**config.mk**
```make
export PLATFORM = sky130hd
export DESIGN_NAME = uart_byte_tx_flat
export DESIGN_NICKNAME = d
export VERILOG_FILES = /design/src/rtl/ect_uart_pkg.sv /design/src/rtl/uart_byte_tx_if.sv /design/src/rtl/ect_baud_cnt.sv /design/src/rtl/uart_byte_tx.sv /design/src/flat_wrapper.sv
export SDC_FILE = /design/constraint.sdc
export NUM_CORES = 1
export LEC_CHECK = 0
export BUFFER_PORTS_ARGS = -buffer_cell sky130_fd_sc_hd__buf_2
export CAP_MARGIN = 20
export CORE_MARGIN = 2
export CORE_UTILIZATION = 25
export DETAILED_ROUTE_END_ITERATION = 16
export GPL_TIMING_DRIVEN = 0
export MAX_ROUTING_LAYER = met4
export SLEW_MARGIN = 15
export SYNTH_ARGS = -nofsm -noshare
export SYNTH_HDL_FRONTEND = slang
export SYNTH_HIERARCHICAL = 1
export SYNTH_SLANG_ARGS = --single-unit
export TNS_END_PERCENT = 1
```
**constraint.sdc**
```tcl
create_clock -name Clk -period 5.1 [get_ports Clk]
set_input_delay 0.51 -clock Clk [delete_from_list [all_inputs] [get_ports Clk]]
set_output_delay 0.51 -clock Clk [all_outputs]
set_load 0.1 [all_outputs]
```
**src/rtl/ect_uart_pkg.sv**
```systemverilog
// Shared UART definitions: parity encodings, default bit period, TX shifter states.
package ect_uart_pkg;

    localparam int PAR_NONE = 0;
    localparam int PAR_ODD  = 1;
    localparam int PAR_EVEN = 2;

    localparam int CLK_HZ               = 50_000_000;
    localparam int BAUD                 = 115_200;
    localparam int DEFAULT_CLKS_PER_BIT = CLK_HZ / BAUD;

    typedef enum logic [2:0] {
        ST_IDLE,
        ST_START,
        ST_DATA,
        ST_PARITY,
        ST_STOP
    } tx_state_e;

    // Even parity is the plain XOR of the data bits; odd is its inverse.
    function automatic logic parity_bit(input logic [7:0] data, input int mode);
        return (mode == PAR_ODD) ? ~(^data) : (^data);
    endfunction

endpackage

```
**src/rtl/uart_byte_tx_if.sv**
```systemverilog
// Byte handshake between the upstream sender and the UART transmitter, plus line status.
interface uart_byte_tx_if;

    logic [7:0] UARTSend;
    logic       UARTDatLock;
    logic       UARTAvl;
    logic       TxD;
    logic       TxBusy;
    logic       TxOverrun;

    modport master (
        output UARTSend, UARTDatLock,
        input  UARTAvl, TxD, TxBusy, TxOverrun
    );

    modport slave (
        input  UARTSend, UARTDatLock,
        output UARTAvl, TxD, TxBusy, TxOverrun
    );

endinterface

```
**src/rtl/ect_baud_cnt.sv**
```systemverilog
// Bit-period down-counter: load restarts a full period, tick_o marks its last cycle.
module ect_baud_cnt #(
    parameter int CLKS_PER_BIT = 434
) (
    input  logic clk,
    input  logic rst_n,
    input  logic load_i,
    output logic tick_o
);

    localparam int            CW     = (CLKS_PER_BIT > 1) ? $clog2(CLKS_PER_BIT) : 1;
    localparam logic [CW-1:0] RELOAD = CW'(CLKS_PER_BIT - 1);

    logic [CW-1:0] cnt_q, cnt_d;

    always_comb begin
        cnt_d = cnt_q;
        if (load_i) begin
            cnt_d = RELOAD;
        end else if (cnt_q != '0) begin
            cnt_d = cnt_q - CW'(1);
        end
    end

    always_ff @(posedge clk or negedge rst_n) begin
        if (!rst_n) begin
            cnt_q <= '0;
        end else begin
            cnt_q <= cnt_d;
        end
    end

    assign tick_o = (cnt_q == '0);

endmodule

```
**src/rtl/uart_byte_tx.sv**
```systemverilog
// UART byte transmitter with a one-byte holding register ahead of the shifter,
// so back-to-back requests produce frames with no idle gap between them.
module uart_byte_tx
    import ect_uart_pkg::*;
#(
    parameter int CLKS_PER_BIT = DEFAULT_CLKS_PER_BIT,
    parameter int PARITY       = PAR_NONE,
    parameter int STOP_BITS    = 1
) (
    input  logic          Clk,
    input  logic          Rst,
    uart_byte_tx_if.slave bus
);

    localparam bit   HAS_PARITY = (PARITY != PAR_NONE);
    localparam logic STOP_LAST  = (STOP_BITS == 2);

    tx_state_e  state_q, state_d;
    logic       dat_lock_q;
    logic [7:0] hold_q, hold_d;
    logic       hold_valid_q, hold_valid_d;
    logic [7:0] shift_q, shift_d;
    logic       par_q, par_d;
    logic [2:0] bit_idx_q, bit_idx_d;
    logic       stop_idx_q, stop_idx_d;
    logic       txd_q, txd_d;
    logic       busy_q, busy_d;
    logic       overrun_q, overrun_d;

    logic req, accept, load_frame, cnt_load, bit_tick;

    ect_baud_cnt #(
        .CLKS_PER_BIT(CLKS_PER_BIT)
    ) u_baud (
        .clk   (Clk),
        .rst_n (Rst),
        .load_i(cnt_load),
        .tick_o(bit_tick)
    );

    always_comb begin
        req        = bus.UARTDatLock & ~dat_lock_q;
        accept     = req & ~hold_valid_q;
        overrun_d  = req & hold_valid_q;
        load_frame = 1'b0;
        cnt_load   = 1'b0;
        state_d    = state_q;
        shift_d    = shift_q;
        par_d      = par_q;
        bit_idx_d  = bit_idx_q;
        stop_idx_d = stop_idx_q;
        txd_d      = txd_q;
        hold_d       = accept ? bus.UARTSend : hold_q;
        hold_valid_d = hold_valid_q | accept;

        unique case (state_q)
            ST_IDLE: begin
                load_frame = hold_valid_q;
            end
            ST_START: begin
                if (bit_tick) begin
                    state_d   = ST_DATA;
                    bit_idx_d = 3'd0;
                    txd_d     = shift_q[0];
                    cnt_load  = 1'b1;
                end
            end
            ST_DATA: begin
                if (bit_tick) begin
                    cnt_load = 1'b1;
                    if (bit_idx_q == 3'd7) begin
                        if (HAS_PARITY) begin
                            state_d = ST_PARITY;
                            txd_d   = par_q;
                        end else begin
                            state_d    = ST_STOP;
                            stop_idx_d = 1'b0;
                            txd_d      = 1'b1;
                        end
                    end else begin
                        bit_idx_d = bit_idx_q + 3'd1;
                        shift_d   = shift_q >> 1;
                        txd_d     = shift_q[1];
                    end
                end
            end
            ST_PARITY: begin
                if (bit_tick) begin
                    state_d    = ST_STOP;
                    stop_idx_d = 1'b0;
                    txd_d      = 1'b1;
                    cnt_load   = 1'b1;
                end
            end
            ST_STOP: begin
                if (bit_tick) begin
                    if (stop_idx_q == STOP_LAST) begin
                        // A queued byte starts in this same edge: no idle cycles between frames.
                        load_frame = hold_valid_q;
                        state_d    = ST_IDLE;
                    end else begin
                        stop_idx_d = 1'b1;
                        cnt_load   = 1'b1;
                    end
                end
            end
            default: begin
                state_d = ST_IDLE;
                txd_d   = 1'b1;
            end
        endcase

        if (load_frame) begin
            state_d      = ST_START;
            shift_d      = hold_q;
            par_d        = parity_bit(hold_q, PARITY);
            txd_d        = 1'b0;
            cnt_load     = 1'b1;
            hold_valid_d = 1'b0;
        end

        busy_d = hold_valid_d | (state_d != ST_IDLE);
    end

    always_ff @(posedge Clk or negedge Rst) begin
        if (!Rst) begin
            state_q      <= ST_IDLE;
            dat_lock_q   <= 1'b0;
            hold_q       <= '0;
            hold_valid_q <= 1'b0;
            shift_q      <= '0;
            par_q        <= 1'b0;
            bit_idx_q    <= '0;
            stop_idx_q   <= 1'b0;
            txd_q        <= 1'b1;
            busy_q       <= 1'b0;
            overrun_q    <= 1'b0;
        end else begin
            state_q      <= state_d;
            dat_lock_q   <= bus.UARTDatLock;
            hold_q       <= hold_d;
            hold_valid_q <= hold_valid_d;
            shift_q      <= shift_d;
            par_q        <= par_d;
            bit_idx_q    <= bit_idx_d;
            stop_idx_q   <= stop_idx_d;
            txd_q        <= txd_d;
            busy_q       <= busy_d;
            overrun_q    <= overrun_d;
        end
    end

    assign bus.UARTAvl   = ~hold_valid_q;
    assign bus.TxD       = txd_q;
    assign bus.TxBusy    = busy_q;
    assign bus.TxOverrun = overrun_q;

endmodule
```
**src/flat_wrapper.sv**
```systemverilog
// flat-port wrapper written by rule: the top's interface ports become plain ports
module uart_byte_tx_flat import ect_uart_pkg::*;
#(
    parameter int CLKS_PER_BIT = DEFAULT_CLKS_PER_BIT,
    parameter int PARITY       = PAR_NONE,
    parameter int STOP_BITS    = 1
)
  (Clk, Rst, bus_UARTSend, bus_UARTDatLock, bus_UARTAvl, bus_TxD, bus_TxBusy, bus_TxOverrun);
  uart_byte_tx_if bus_i ();
  input  logic Clk;
  input  logic Rst;
  input wire logic [$bits(bus_i.UARTSend)-1:0] bus_UARTSend;
  input wire logic [$bits(bus_i.UARTDatLock)-1:0] bus_UARTDatLock;
  output wire logic [$bits(bus_i.UARTAvl)-1:0] bus_UARTAvl;
  output wire logic [$bits(bus_i.TxD)-1:0] bus_TxD;
  output wire logic [$bits(bus_i.TxBusy)-1:0] bus_TxBusy;
  output wire logic [$bits(bus_i.TxOverrun)-1:0] bus_TxOverrun;
  assign bus_i.UARTSend = bus_UARTSend;
  assign bus_i.UARTDatLock = bus_UARTDatLock;
  assign bus_UARTAvl = bus_i.UARTAvl;
  assign bus_TxD = bus_i.TxD;
  assign bus_TxBusy = bus_i.TxBusy;
  assign bus_TxOverrun = bus_i.TxOverrun;
  uart_byte_tx #(.CLKS_PER_BIT(CLKS_PER_BIT), .PARITY(PARITY), .STOP_BITS(STOP_BITS)) u_core (.Clk(Clk), .Rst(Rst), .bus(bus_i));
endmodule
```
==> impl_metrics.prom, run 1 <==
# TYPE chip_impl_metric gauge
chip_impl_info{name="outcome",value="completed"} 1
chip_impl_metric{name="initialDrtViolationCount",unit=""} 75
chip_impl_metric{name="post_synth_top_area_share",unit=""} 0.496
chip_impl_metric{name="syn_inst_count",unit=""} 167
chip_impl_metric{name="routed_wl",unit="mm"} 3.49
chip_impl_info{name="yosys-top-cells-area",value="sky130_fd_sc_hd__dfrtp_1 (50%), sky130_fd_sc_hd__mux2_2 (5.1%), sky130_fd_sc_hd__o21ai_0 (3.7%), sky130_fd_sc_hd__nor3_1 (3.1%), sky130_fd_sc_hd__a31oi_1 (2.8%)"} 1
chip_impl_metric{name="netlist_area",unit="µm²"} 1770
chip_impl_metric{name="vias",unit=""} 1319
chip_impl_metric{name="vdd_ir_drop_max",unit="V"} 0.000105
chip_impl_metric{name="power_density",unit="nW/µm²"} 441
chip_impl_metric{name="fin_skew",unit="ns"} 0.00452
chip_impl_metric{name="clock.fmax",unit="MHz"} 381
chip_impl_metric{name="holdWs",unit="ns"} 0.308
chip_impl_metric{name="postSynth.asyncResetShare",unit=""} 1.00
chip_impl_metric{name="core.rowCount",unit=""} 30
chip_impl_metric{name="post_drt_wl_per_cell",unit="µm"} 12.2
chip_impl_metric{name="htreeDepth",unit=""} 2
chip_impl_info{name="crit_path_start_kind",value="flop"} 1
chip_impl_info{name="timing.rr.end",value="u_core/shift_q[6]"} 1
chip_impl_info{name="rsz_0062_raised_after_global_routing",value="false"} 1
chip_impl_info{name="synth.most_common_cell",value="sky130_fd_sc_hd__dfrtp_1"} 1
chip_impl_info{name="netlist.top_cell.by_area",value="sky130_fd_sc_hd__dfrtp_1"} 1
chip_impl_metric{name="reg2reg_slack",unit="ns"} 2.48
chip_impl_metric{name="placement.setup.worst_slack",unit="ns"} 2.45
chip_impl_info{name="ys_top_cells_by_count",value="sky130_fd_sc_hd__dfrtp_1 (35), sky130_fd_sc_hd__o21ai_0 (13), sky130_fd_sc_hd__nor3_1 (11)"} 1
chip_impl_metric{name="clk_pin_slew_worst_paths",unit="ns"} 0.07
chip_impl_metric{name="post_layout_nonfiller_instances",unit=""} 285
chip_impl_info{name="critPathCaptureType",value="flop"} 1
chip_impl_metric{name="design.core.area",unit="µm²"} 6830
chip_impl_metric{name="ioPinCount",unit=""} 15
chip_impl_metric{name="ctsLongestPathBuffers",unit=""} 2
chip_impl_metric{name="crit_fanout",unit=""} 10
chip_impl_metric{name="synthesis.nets",unit=""} 181
chip_impl_metric{name="largest_net_degree_at_the_start_of_global_routing",unit=""} 37
chip_impl_metric{name="grt_antenna_before_repair",unit=""} 0
chip_impl_metric{name="via_count_of_the_first_global_routing_pass",unit=""} 1260
chip_impl_metric{name="cts_inserted_buffers",unit=""} 5
chip_impl_metric{name="clock-sinks",unit=""} 36
chip_impl_metric{name="grt_util_all_layers",unit=""} 0.104
chip_impl_metric{name="slew-limit-headroom",unit=""} 0.471
chip_impl_metric{name="numPlacedInstances",unit=""} 277
chip_impl_metric{name="postSynthRegisterBits",unit=""} 36
chip_impl_metric{name="p_total",unit="mW"} 0.900
chip_impl_metric{name="timing.critical_path.required",unit="ns"} 5.30
chip_impl_info{name="criticalPathCategory",value="reg2reg"} 1
chip_impl_metric{name="fin_util",unit=""} 0.298
chip_impl_metric{name="fp.dieArea",unit="µm²"} 7760
chip_impl_metric{name="die_width",unit="µm"} 88.1
chip_impl_metric{name="final.setup.tns",unit="ns"} 0
chip_impl_metric{name="fin_nets",unit=""} 202
chip_impl_info{name="worstHoldPathType",value="in2async"} 1
chip_impl_metric{name="worst_slack",unit="ns"} 2.48
chip_impl_metric{name="cts_repair_resize_count",unit=""} 0
chip_impl_metric{name="stdcell_area",unit="µm²"} 2040
chip_impl_metric{name="post-cts-setup-buffers",unit=""} 0
chip_impl_metric{name="initial_utilization",unit=""} 0.259
chip_impl_metric{name="synth.lib_cells_used.distinct",unit=""} 48
chip_impl_metric{name="grt_pass1_wl",unit="mm"} 6.14
chip_impl_info{name="reg2reg_from",value="u_core/u_baud/cnt_q[0]"} 1
chip_impl_info{name="ctsRootBufferMaster",value="sky130_fd_sc_hd__clkbuf_8"} 1
chip_impl_info{name="postSynth.topFlopCell",value="sky130_fd_sc_hd__dfrtp_1"} 1
chip_impl_metric{name="num_antenna_cells",unit=""} 0
chip_impl_metric{name="max-cap-violations",unit=""} 0
chip_impl_metric{name="synthToLayoutAreaGrowth",unit="%"} 15.4
chip_impl_metric{name="ys.warnings.count",unit=""} 6
chip_impl_metric{name="dpl.hpwl",unit="mm"} 2.41
chip_impl_metric{name="finalWeightedCongestion",unit=""} 0.750
chip_impl_metric{name="placement.cell_area",unit="µm²"} 1960
chip_impl_metric{name="timing_worst_slew_pin_value",unit="ns"} 0.794
chip_impl_metric{name="postCtsHoldBufs",unit=""} 0
chip_impl_metric{name="drtPass1Iterations",unit=""} 4
chip_impl_metric{name="cp_data_arrival_time",unit="ns"} 2.82
chip_impl_metric{name="final_hold_viol_count",unit=""} 0
chip_impl_metric{name="worst_r2r_path_depth",unit=""} 11
chip_impl_metric{name="die-height",unit="µm"} 88.1
chip_impl_metric{name="finalMaxSlewViolations",unit=""} 0
chip_impl_metric{name="post-route-drc-count",unit=""} 0
chip_impl_info{name="cts_tree",value="yes"} 1
chip_impl_metric{name="final_layout_size_suffix_gt1_frac",unit=""} 0.222
chip_impl_metric{name="globalRouteOverflowTotal",unit=""} 0
chip_impl_metric{name="placement.io_buffers",unit=""} 14
chip_impl_metric{name="period_needed",unit="ns"} 2.62
chip_impl_metric{name="sequential_element_share_of_the_synthesized_area",unit=""} 0.511
chip_impl_metric{name="synth_area_per_cell",unit="µm²"} 10.6
chip_impl_metric{name="count_of_flip_flops_with_a_built_in_enable_after_synthesis",unit=""} 0
chip_impl_metric{name="vias_per_cell",unit=""} 4.63
chip_impl_metric{name="layout_worst_path_cycle_share",unit=""} 0.515
chip_impl_metric{name="finalSetupViolCount",unit=""} 0
chip_impl_metric{name="ant_nets",unit=""} 0
chip_impl_metric{name="clk-insertion-delay-late",unit="ns"} 0.28
chip_impl_metric{name="cell_leakage_power",unit="nW"} 0.861
==> final cells by class <==
type,instances,area (µm²)
buffer,12,73.8
clock inverter,1,5.00
clock buffer,7,76.3
inverter,9,33.8
multi-input combinational,110,757
sequential,36,902
timing repair buffer,14,70.1
fill,718,4790
tap,96,120
==> power breakdown <==
part	leakage (nW)	total (mW)	internal (mW)	switching, mW
registers	0.428	0.471	0.395	0.0760
clock network	0.0422	0.193	0.0958	0.0971
logic	0.391	0.236	0.114	0.122
==> worst max-delay path by stage <==
stage / from / endpoint / slack [ns] / depth (start not counted)
6_report: u_core/u_baud/cnt_q[0] / u_core/shift_q[6] / 2.48 / 11
5_1_grt: u_core/u_baud/cnt_q[0] / u_core/u_baud/cnt_q[7] / 2.17 / 11
4_1_cts: u_core/u_baud/cnt_q[0] / u_core/shift_q[6] / 2.42 / 11
3_5_place_dp: u_core/u_baud/cnt_q[0] / u_core/shift_q[6] / 2.45 / 11
3_3_place_gp: u_core/u_baud/cnt_q[0] / u_core/u_baud/cnt_q[7] / 2.49 / 11
2_1_floorplan: u_core/u_baud/cnt_q[0] / u_core/hold_valid_q / 2.74 / 11
==> layout by cell type (no fill, tap or decap), drive strengths merged, types with 2 or more instances in the layout <==
cell type,n
inv,8
xnor2,2
o21a,2
clkinv,2
mux2,9
nor3,11
buf,24
a22oi,2
dfrtp,35
ha,3
nor2b,4
nand3,7
o211a,2
clkbuf,9
a21oi,6
a31oi,8
or4,2
or2,2
and2,2
nand2,2
xor2,2
o21ai,16
nor2,8
nand2b,4
==> flip-flops by register name, summed over array words and instances (netlist names) <==
name,flops
u_core/dat_lock_q,1
u_core/hold_valid_q,1
u_core/bus.TxOverrun,1
u_core/u_baud/cnt_q,9
u_core/state_q,3
u_core/shift_q,8
u_core/hold_q,8
u_core/bit_idx_q,3
u_core/bus.TxBusy,1
u_core/bus.TxD,1
==> worst max-delay path, stage by stage, from the launching register on <==
cell and delay (ns):
sky130_fd_sc_hd__dfrtp_1 0.39, sky130_fd_sc_hd__inv_1 0.09, sky130_fd_sc_hd__ha_1 0.18, sky130_fd_sc_hd__or4b_1 0.42, sky130_fd_sc_hd__buf_2 0.18, sky130_fd_sc_hd__nor2_2 0.22
sky130_fd_sc_hd__buf_4 0.22, sky130_fd_sc_hd__nor2b_1 0.08, sky130_fd_sc_hd__buf_2 0.19, sky130_fd_sc_hd__or2_1 0.23, sky130_fd_sc_hd__buf_2 0.18, sky130_fd_sc_hd__a31oi_1 0.16
==> per-layer routing <==
metal	up-vias	GRT usage	share of wire
li1	640	-	-
met1	647	0.137	0.48
met2	28	0.156	0.47
met3	4	0.0226	0.043
met4	0	0.0372	0.0098
met5	-	-	0
==> cells by family after synthesis <==
| logic type | after synthesis | share of synthesized area |
|---|---|---|
| compound gates | 45 | 0.169 |
| xor+xnor | 4 | 0.0198 |
| fa+ha+maj | 3 | 0.0212 |
| buf+inv | 21 | 0.0609 |
| flops | 36 | 0.511 |
| mux | 10 | 0.0630 |
| simple gates | 48 | 0.156 |
Note: power is estimated with default switching activity, not from simulation.
==> inputs of run 2 (changes only) <==
Clock period 5.1 ns to 2.1 ns, I/O delays scaled along.
==> impl_metrics.prom, run 2 (synthesis results as in run 1) <==
# TYPE chip_impl_metric gauge
chip_impl_metric{name="htreeDepth",unit=""} 2
chip_impl_metric{name="finalSetupViolCount",unit=""} 13
chip_impl_metric{name="cp_data_arrival_time",unit="ns"} 2.40
chip_impl_metric{name="seq_area",unit="µm²"} 902
chip_impl_metric{name="clk-insertion-delay-late",unit="ns"} 0.29
chip_impl_metric{name="die-height",unit="µm"} 88.1
chip_impl_metric{name="power.combinational.fraction",unit=""} 0.313
chip_impl_metric{name="die_width",unit="µm"} 88.1
chip_impl_info{name="violations_in_the_final_reports",value="setup timing"} 1
chip_impl_metric{name="clock.fmax",unit="MHz"} 457
chip_impl_info{name="criticalPathCategory",value="reg2reg"} 1
chip_impl_metric{name="clock-sinks",unit=""} 36
chip_impl_metric{name="vias",unit=""} 1350
chip_impl_metric{name="globalRouteOverflowTotal",unit=""} 0
chip_impl_metric{name="timing.critical_path.required",unit="ns"} 2.31
chip_impl_info{name="rsz_0062_raised_after_global_routing",value="true"} 1
chip_impl_info{name="final_cell_mix",value="sky130_fd_sc_hd__dfrtp_1 (35), sky130_fd_sc_hd__buf_4 (16), sky130_fd_sc_hd__buf_2 (16)"} 1
chip_impl_metric{name="post_drt_wl_per_cell",unit="µm"} 13.2
chip_impl_metric{name="grt_antenna_before_repair",unit=""} 0
chip_impl_info{name="critPathCaptureType",value="flop"} 1
chip_impl_info{name="endpoint",value="u_core/shift_q[0]"} 1
chip_impl_metric{name="p_total",unit="mW"} 2.42
chip_impl_metric{name="finalMaxSlewViolations",unit=""} 0
chip_impl_metric{name="final.setup.tns",unit="ns"} -0.715
chip_impl_metric{name="worst_r2r_path_depth",unit=""} 10
chip_impl_info{name="largest_registers",value="u_core/u_baud/cnt_q: 9 flops, u_core/hold_q: 8 flops, u_core/shift_q: 8 flops"} 1
chip_impl_metric{name="largest_register_ffs",unit=""} 9
chip_impl_info{name="critPathLaunch",value="u_core/u_baud/cnt_q[1]"} 1
chip_impl_metric{name="reg2reg_slack",unit="ns"} -0.09
chip_impl_info{name="ctsRootBufferMaster",value="sky130_fd_sc_hd__clkbuf_8"} 1
chip_impl_metric{name="power_density",unit="nW/µm²"} 1030
chip_impl_metric{name="num_antenna_cells",unit=""} 0
chip_impl_metric{name="crit_path_max_incr_delay",unit="ns"} 0.49
chip_impl_metric{name="switching_share",unit=""} 0.331
chip_impl_metric{name="grt_util_all_layers",unit=""} 0.111
chip_impl_info{name="crit_chain",value="inv_2 > ha_4 > or4b_4 > nor2_4 > buf_6 > nor2b_4 > buf_6 > or2_4 > buf_2 > a31oi_1"} 1
chip_impl_info{name="worstHoldPathType",value="in2async"} 1
chip_impl_metric{name="vdd_ir_drop_max",unit="V"} 0.000339
chip_impl_metric{name="timing_worst_slew_pin_value",unit="ns"} 0.828
chip_impl_metric{name="final_hold_viol_count",unit=""} 0
chip_impl_metric{name="ioPinCount",unit=""} 15
chip_impl_metric{name="routed_wl",unit="mm"} 3.96
chip_impl_metric{name="fin_nets",unit=""} 217
chip_impl_metric{name="ctsLongestPathBuffers",unit=""} 2
chip_impl_metric{name="design.core.area",unit="µm²"} 6830
chip_impl_metric{name="drtPass1Iterations",unit=""} 4
chip_impl_metric{name="vias_per_cell",unit=""} 4.50
chip_impl_metric{name="finalWeightedCongestion",unit=""} 0.804
chip_impl_metric{name="cell_leakage_power",unit="nW"} 0.968
chip_impl_metric{name="postCtsHoldBufs",unit=""} 0
chip_impl_info{name="crit_path_frequent_cell",value="sky130_fd_sc_hd__buf_6"} 1
chip_impl_metric{name="stdcell_area",unit="µm²"} 2350
chip_impl_metric{name="via_count_of_the_first_global_routing_pass",unit=""} 1396
chip_impl_metric{name="initial_utilization",unit=""} 0.259
chip_impl_metric{name="largest_net_degree_at_the_start_of_global_routing",unit=""} 37
chip_impl_metric{name="final_layout_size_suffix_gt1_frac",unit=""} 0.382
chip_impl_info{name="critical_path.slowest_cell",value="sky130_fd_sc_hd__or4b_4"} 1
chip_impl_info{name="cts_tree",value="yes"} 1
chip_impl_metric{name="post-route-drc-count",unit=""} 0
chip_impl_metric{name="initialDrtViolationCount",unit=""} 47
chip_impl_metric{name="ant_nets",unit=""} 0
chip_impl_info{name="timing.rr.end",value="u_core/shift_q[0]"} 1
chip_impl_metric{name="period_needed",unit="ns"} 2.19
chip_impl_info{name="largest-register",value="u_core/u_baud/cnt_q"} 1
chip_impl_metric{name="multi_input_logic_area",unit="µm²"} 908
chip_impl_metric{name="slew-limit-headroom",unit=""} 0.448
chip_impl_metric{name="max-cap-violations",unit=""} 0
chip_impl_metric{name="pwr-share-seq",unit=""} 0.475
chip_impl_metric{name="crit_fanout",unit=""} 6
chip_impl_info{name="reg2reg_from",value="u_core/u_baud/cnt_q[1]"} 1
chip_impl_info{name="outcome",value="complete, but fails checks"} 1
chip_impl_metric{name="placement.setup.worst_slack",unit="ns"} -0.331
chip_impl_metric{name="dpl.hpwl",unit="mm"} 2.41
chip_impl_info{name="final_common_cell",value="sky130_fd_sc_hd__dfrtp_1"} 1
chip_impl_metric{name="layout_worst_path_cycle_share",unit=""} 1.04
chip_impl_metric{name="nFillCells",unit=""} 715
chip_impl_metric{name="cts_inserted_buffers",unit=""} 5
chip_impl_info{name="crit_path_start_kind",value="flop"} 1
chip_impl_metric{name="clock_power_share",unit=""} 0.212
chip_impl_metric{name="placement.io_buffers",unit=""} 14
chip_impl_metric{name="core.rowCount",unit=""} 30
chip_impl_metric{name="grt_pass1_wl",unit="mm"} 6.52
chip_impl_metric{name="placement.cell_area",unit="µm²"} 2010
chip_impl_metric{name="intPower",unit="mW"} 1.62
chip_impl_metric{name="fp.dieArea",unit="µm²"} 7760
chip_impl_metric{name="worst_slack",unit="ns"} -0.0899
chip_impl_metric{name="clk_pin_slew_worst_paths",unit="ns"} 0.07
chip_impl_metric{name="synthToLayoutAreaGrowth",unit="%"} 32.9
chip_impl_metric{name="power.switching",unit="mW"} 0.801
chip_impl_metric{name="fin_skew",unit="ns"} 0.00618
[run 2: cell count changes in the layout (fill, tap and decap cells not counted), sizes merged]
cell	change
buf	+15
clkbuf	+1
clkinv	-1
[run 2: how the worst min path moves through the flow]
| stage | slack (ns) | start | endpoint |
|---|---|---|---|
| CTS | 0.03 | bus_UARTDatLock | u_core/dat_lock_q |
| detailed placement | 0.33 | bus_UARTDatLock | u_core/dat_lock_q |
| finish | 0.01 | Rst | u_core/dat_lock_q |
| global placement | 0.33 | bus_UARTDatLock | u_core/dat_lock_q |
| global route | 0.03 | bus_UARTDatLock | u_core/dat_lock_q |
| floorplan | -0.09 | Rst | u_core/bit_idx_q[0] |
[run 2: metal layers]
metal | vias to the layer above | GRT usage | wire length, µm
li1 | 677 | - | -
met1 | 647 | 0.146 | 1970
met2 | 21 | 0.165 | 1840
met3 | 5 | 0.0292 | 119
met4 | 0 | 0.0427 | 38
met5 | - | - | 0
[run 2: worst max-delay path: cells and delay by family (launching register included)]
family          cells  cell delay, ns
simple gates        4            0.91
fa+ha+maj           1            0.14
compound gates      1            0.17
flops               1            0.39
buf+inv             4            0.50
[run 2: layout make-up]
class | instances | area share
Tap cell | 96 | 0.0512
Multi-Input combinational cell | 110 | 0.387
Timing Repair Buffer | 30 | 0.0800
Sequential cell | 36 | 0.384
Inverter | 9 | 0.0155
Clock buffer | 8 | 0.0384
Buffer | 11 | 0.0437
[run 2: per-stage QoR]
stage / cells / util / hold slack (ns)
after floorplan: 167 / - / -0.0856
after detailed placement: 277 / 0.294 / 0.335
after global routing: 300 / 0.344 / 0.0316
after global placement: 277 / 0.294 / 0.331
final: 300 / 0.344 / 0.00990
after CTS: 298 / 0.330 / 0.0326
[run 2: power by group through the flow]
stage | sequential (mW) | clock, mW | combinational [mW]
after global routing | 1.19 | 0.552 | 0.840
after global placement | 1.15 | 0 | 0.598
after floorplan | 1.15 | 0 | 0.469
final | 1.15 | 0.513 | 0.757
after detailed placement | 1.15 | 0 | 0.623
after CTS | 1.14 | 0.526 | 0.707
[run 2: timing repair]
action / 4_1_cts / 5_1_grt
buffers inserted: 11 / 2
resized for setup: 19 / 15
pin swaps: 4 / 11
endpoints found under the setup margin: 23 / 15
gates cloned: 3 / 0
==> inputs of run 3 (changes only) <==
Settings changed: SKIP_LAST_GASP set to 1.
==> impl_metrics.prom, run 3 (synthesis results as in run 1) <==
# TYPE chip_impl_metric gauge
chip_impl_metric{name="slew-limit-headroom",unit=""} 0.452
chip_impl_metric{name="die_width",unit="µm"} 88.1
chip_impl_metric{name="largest_net_degree_at_the_start_of_global_routing",unit=""} 37
chip_impl_metric{name="die-height",unit="µm"} 88.1
chip_impl_metric{name="ctsLongestPathBuffers",unit=""} 2
chip_impl_metric{name="postCtsHoldBufs",unit=""} 0
chip_impl_metric{name="layout_worst_path_cycle_share",unit=""} 1.05
chip_impl_metric{name="grt_util_all_layers",unit=""} 0.111
chip_impl_info{name="outcome",value="complete, but fails checks"} 1
chip_impl_metric{name="timing.critical_path.required",unit="ns"} 2.31
chip_impl_metric{name="stdcell_area",unit="µm²"} 2320
chip_impl_metric{name="fin_nets",unit=""} 215
chip_impl_info{name="violations_in_the_final_reports",value="setup timing"} 1
chip_impl_metric{name="cell_leakage_power",unit="nW"} 0.955
chip_impl_metric{name="global_route.usage.met3",unit=""} 0.0292
chip_impl_metric{name="routed_wl",unit="mm"} 3.86
chip_impl_metric{name="largest_register_ffs",unit=""} 9
chip_impl_metric{name="timing_worst_slew_pin_value",unit="ns"} 0.822
chip_impl_metric{name="clock-sinks",unit=""} 36
chip_impl_metric{name="worst_slack",unit="ns"} -0.0966
chip_impl_metric{name="switching_share",unit=""} 0.329
chip_impl_metric{name="final_hold_viol_count",unit=""} 0
chip_impl_metric{name="cts_inserted_buffers",unit=""} 5
chip_impl_info{name="worstHoldPathType",value="in2async"} 1
chip_impl_metric{name="crit_fanout",unit=""} 6
chip_impl_metric{name="placement.io_buffers",unit=""} 14
chip_impl_metric{name="clock_power_share",unit=""} 0.211
chip_impl_metric{name="placement.setup.worst_slack",unit="ns"} -0.331
chip_impl_metric{name="grt_pass1_wl",unit="mm"} 6.51
chip_impl_metric{name="vias_per_cell",unit=""} 4.50
chip_impl_metric{name="post-route-drc-count",unit=""} 0
chip_impl_info{name="critPathLaunch",value="u_core/u_baud/cnt_q[1]"} 1
chip_impl_metric{name="clk-insertion-delay-late",unit="ns"} 0.29
chip_impl_metric{name="worst_r2r_path_depth",unit=""} 10
chip_impl_metric{name="vdd_ir_drop_max",unit="V"} 0.000340
chip_impl_metric{name="design.core.area",unit="µm²"} 6830
chip_impl_metric{name="post_drt_wl_per_cell",unit="µm"} 13.0
chip_impl_info{name="cts_tree",value="yes"} 1
chip_impl_metric{name="period_needed",unit="ns"} 2.20
chip_impl_info{name="rsz_0062_raised_after_global_routing",value="true"} 1
chip_impl_metric{name="drtPass1Iterations",unit=""} 4
chip_impl_metric{name="fp.dieArea",unit="µm²"} 7760
chip_impl_metric{name="numPlacedInstances",unit=""} 277
chip_impl_info{name="final_common_cell",value="sky130_fd_sc_hd__dfrtp_1"} 1
chip_impl_metric{name="num_antenna_cells",unit=""} 0
chip_impl_info{name="global_route.peak_usage_layer",value="met2"} 1
chip_impl_metric{name="intPower",unit="mW"} 1.62
chip_impl_metric{name="cp_data_arrival_time",unit="ns"} 2.40
chip_impl_metric{name="power.combinational.fraction",unit=""} 0.312
chip_impl_metric{name="synthToLayoutAreaGrowth",unit="%"} 31.1
chip_impl_metric{name="dpl.hpwl",unit="mm"} 2.41
chip_impl_metric{name="met2_global_route_usage",unit=""} 0.163
chip_impl_metric{name="max-cap-violations",unit=""} 0
chip_impl_info{name="largest_registers",value="u_core/u_baud/cnt_q: 9 flops, u_core/hold_q: 8 flops, u_core/shift_q: 8 flops"} 1
chip_impl_metric{name="reg2reg_slack",unit="ns"} -0.1
chip_impl_metric{name="grt_antenna_before_repair",unit=""} 0
chip_impl_metric{name="core.rowCount",unit=""} 30
chip_impl_metric{name="final.setup.tns",unit="ns"} -0.910
chip_impl_info{name="crit_path_start_kind",value="flop"} 1
chip_impl_metric{name="clk_pin_slew_worst_paths",unit="ns"} 0.07
chip_impl_metric{name="pwr-share-seq",unit=""} 0.477
chip_impl_metric{name="power.switching",unit="mW"} 0.794
chip_impl_info{name="timing.rr.end",value="u_core/shift_q[2]"} 1
chip_impl_metric{name="vias",unit=""} 1342
chip_impl_metric{name="htreeDepth",unit=""} 2
chip_impl_metric{name="post_layout_nonfiller_instances",unit=""} 298
chip_impl_info{name="criticalPathCategory",value="reg2reg"} 1
chip_impl_metric{name="via_count_of_the_first_global_routing_pass",unit=""} 1390
chip_impl_info{name="reg2reg_from",value="u_core/u_baud/cnt_q[1]"} 1
chip_impl_metric{name="finalWeightedCongestion",unit=""} 0.804
chip_impl_metric{name="power_density",unit="nW/µm²"} 1040
chip_impl_metric{name="fin_skew",unit="ns"} 0.00573
chip_impl_info{name="critPathCaptureType",value="flop"} 1
chip_impl_metric{name="placement.cell_area",unit="µm²"} 2010
chip_impl_info{name="largest-register",value="u_core/u_baud/cnt_q"} 1
chip_impl_metric{name="ant_nets",unit=""} 0
chip_impl_metric{name="final_layout_size_suffix_gt1_frac",unit=""} 0.366
chip_impl_metric{name="clock.fmax",unit="MHz"} 455
chip_impl_info{name="ctsRootBufferMaster",value="sky130_fd_sc_hd__clkbuf_8"} 1
chip_impl_metric{name="globalRouteOverflowTotal",unit=""} 0
chip_impl_metric{name="p_total",unit="mW"} 2.41
chip_impl_metric{name="grt.met1_usage",unit=""} 0.147
chip_impl_metric{name="initial_utilization",unit=""} 0.259
chip_impl_metric{name="finalMaxSlewViolations",unit=""} 0
chip_impl_metric{name="finalSetupViolCount",unit=""} 13
chip_impl_metric{name="ioPinCount",unit=""} 15
chip_impl_metric{name="initialDrtViolationCount",unit=""} 40
chip_impl_info{name="final_cell_mix",value="sky130_fd_sc_hd__dfrtp_1 (35), sky130_fd_sc_hd__buf_2 (17), sky130_fd_sc_hd__buf_4 (14)"} 1
run 3: through the flow:
step / utilization / hold slack (ns)
4_1_cts: 0.329 / 0.0326
3_3_place_gp: 0.294 / 0.331
6_report: 0.339 / 0.00947
3_5_place_dp: 0.294 / 0.335
2_1_floorplan: - / -0.0856
5_1_grt: 0.339 / 0.0316
run 3: power groups by stage:
stage	clock network (mW)	logic (mW)	registers, mW
after global placement	0	0.598	1.15
after detailed placement	0	0.623	1.15
after CTS	0.526	0.706	1.14
after global routing	0.552	0.838	1.19
final	0.509	0.753	1.15
after floorplan	0	0.469	1.15
run 3: routing by layer:
metal / vias up / wire length (µm)
li1: 671 / -
met1: 634 / 1890
met2: 30 / 1760
met3: 7 / 154
met5: - / 0
met4: 0 / 53
run 3: worst max-delay path by stage:
stage	endpoint	slack (ns)	cells after the start
final	u_core/shift_q[2]	-0.1	10
after global routing	u_core/shift_q[6]	-0.18	10
after CTS	u_core/shift_q[2]	-0.11	10
after detailed placement	u_core/u_baud/cnt_q[7]	-0.33	11
after global placement	u_core/u_baud/cnt_q[7]	-0.30	11
after floorplan	u_core/bus.TxBusy	-0.08	9
run 3: worst max-delay path: stages (launching register included):
cell and delay [ns]:
sky130_fd_sc_hd__dfrtp_1 0.39, sky130_fd_sc_hd__inv_2 0.08, sky130_fd_sc_hd__ha_4 0.14, sky130_fd_sc_hd__or4b_4 0.49, sky130_fd_sc_hd__nor2_4 0.13, sky130_fd_sc_hd__buf_6 0.15
sky130_fd_sc_hd__nor2b_4 0.05, sky130_fd_sc_hd__buf_6 0.12, sky130_fd_sc_hd__or2_4 0.24, sky130_fd_sc_hd__buf_8 0.14, sky130_fd_sc_hd__a31oi_4 0.17
run 3: layout make-up:
type	count	area (µm²)
Buffer	11	96.3
Clock buffer	8	90.1
Fill cell	716	4520
Inverter	9	36.3
Multi-Input combinational cell	110	898
Sequential cell	36	902
Tap cell	96	120
Timing Repair Buffer	28	173
run 3: timing repair:
item                                    4_1_cts  5_1_grt
pin swaps                                     4        6
gates resized for setup                      14       13
gates cloned                                  3        0
endpoints found under the setup margin       23       22
setup buffers                                11        1
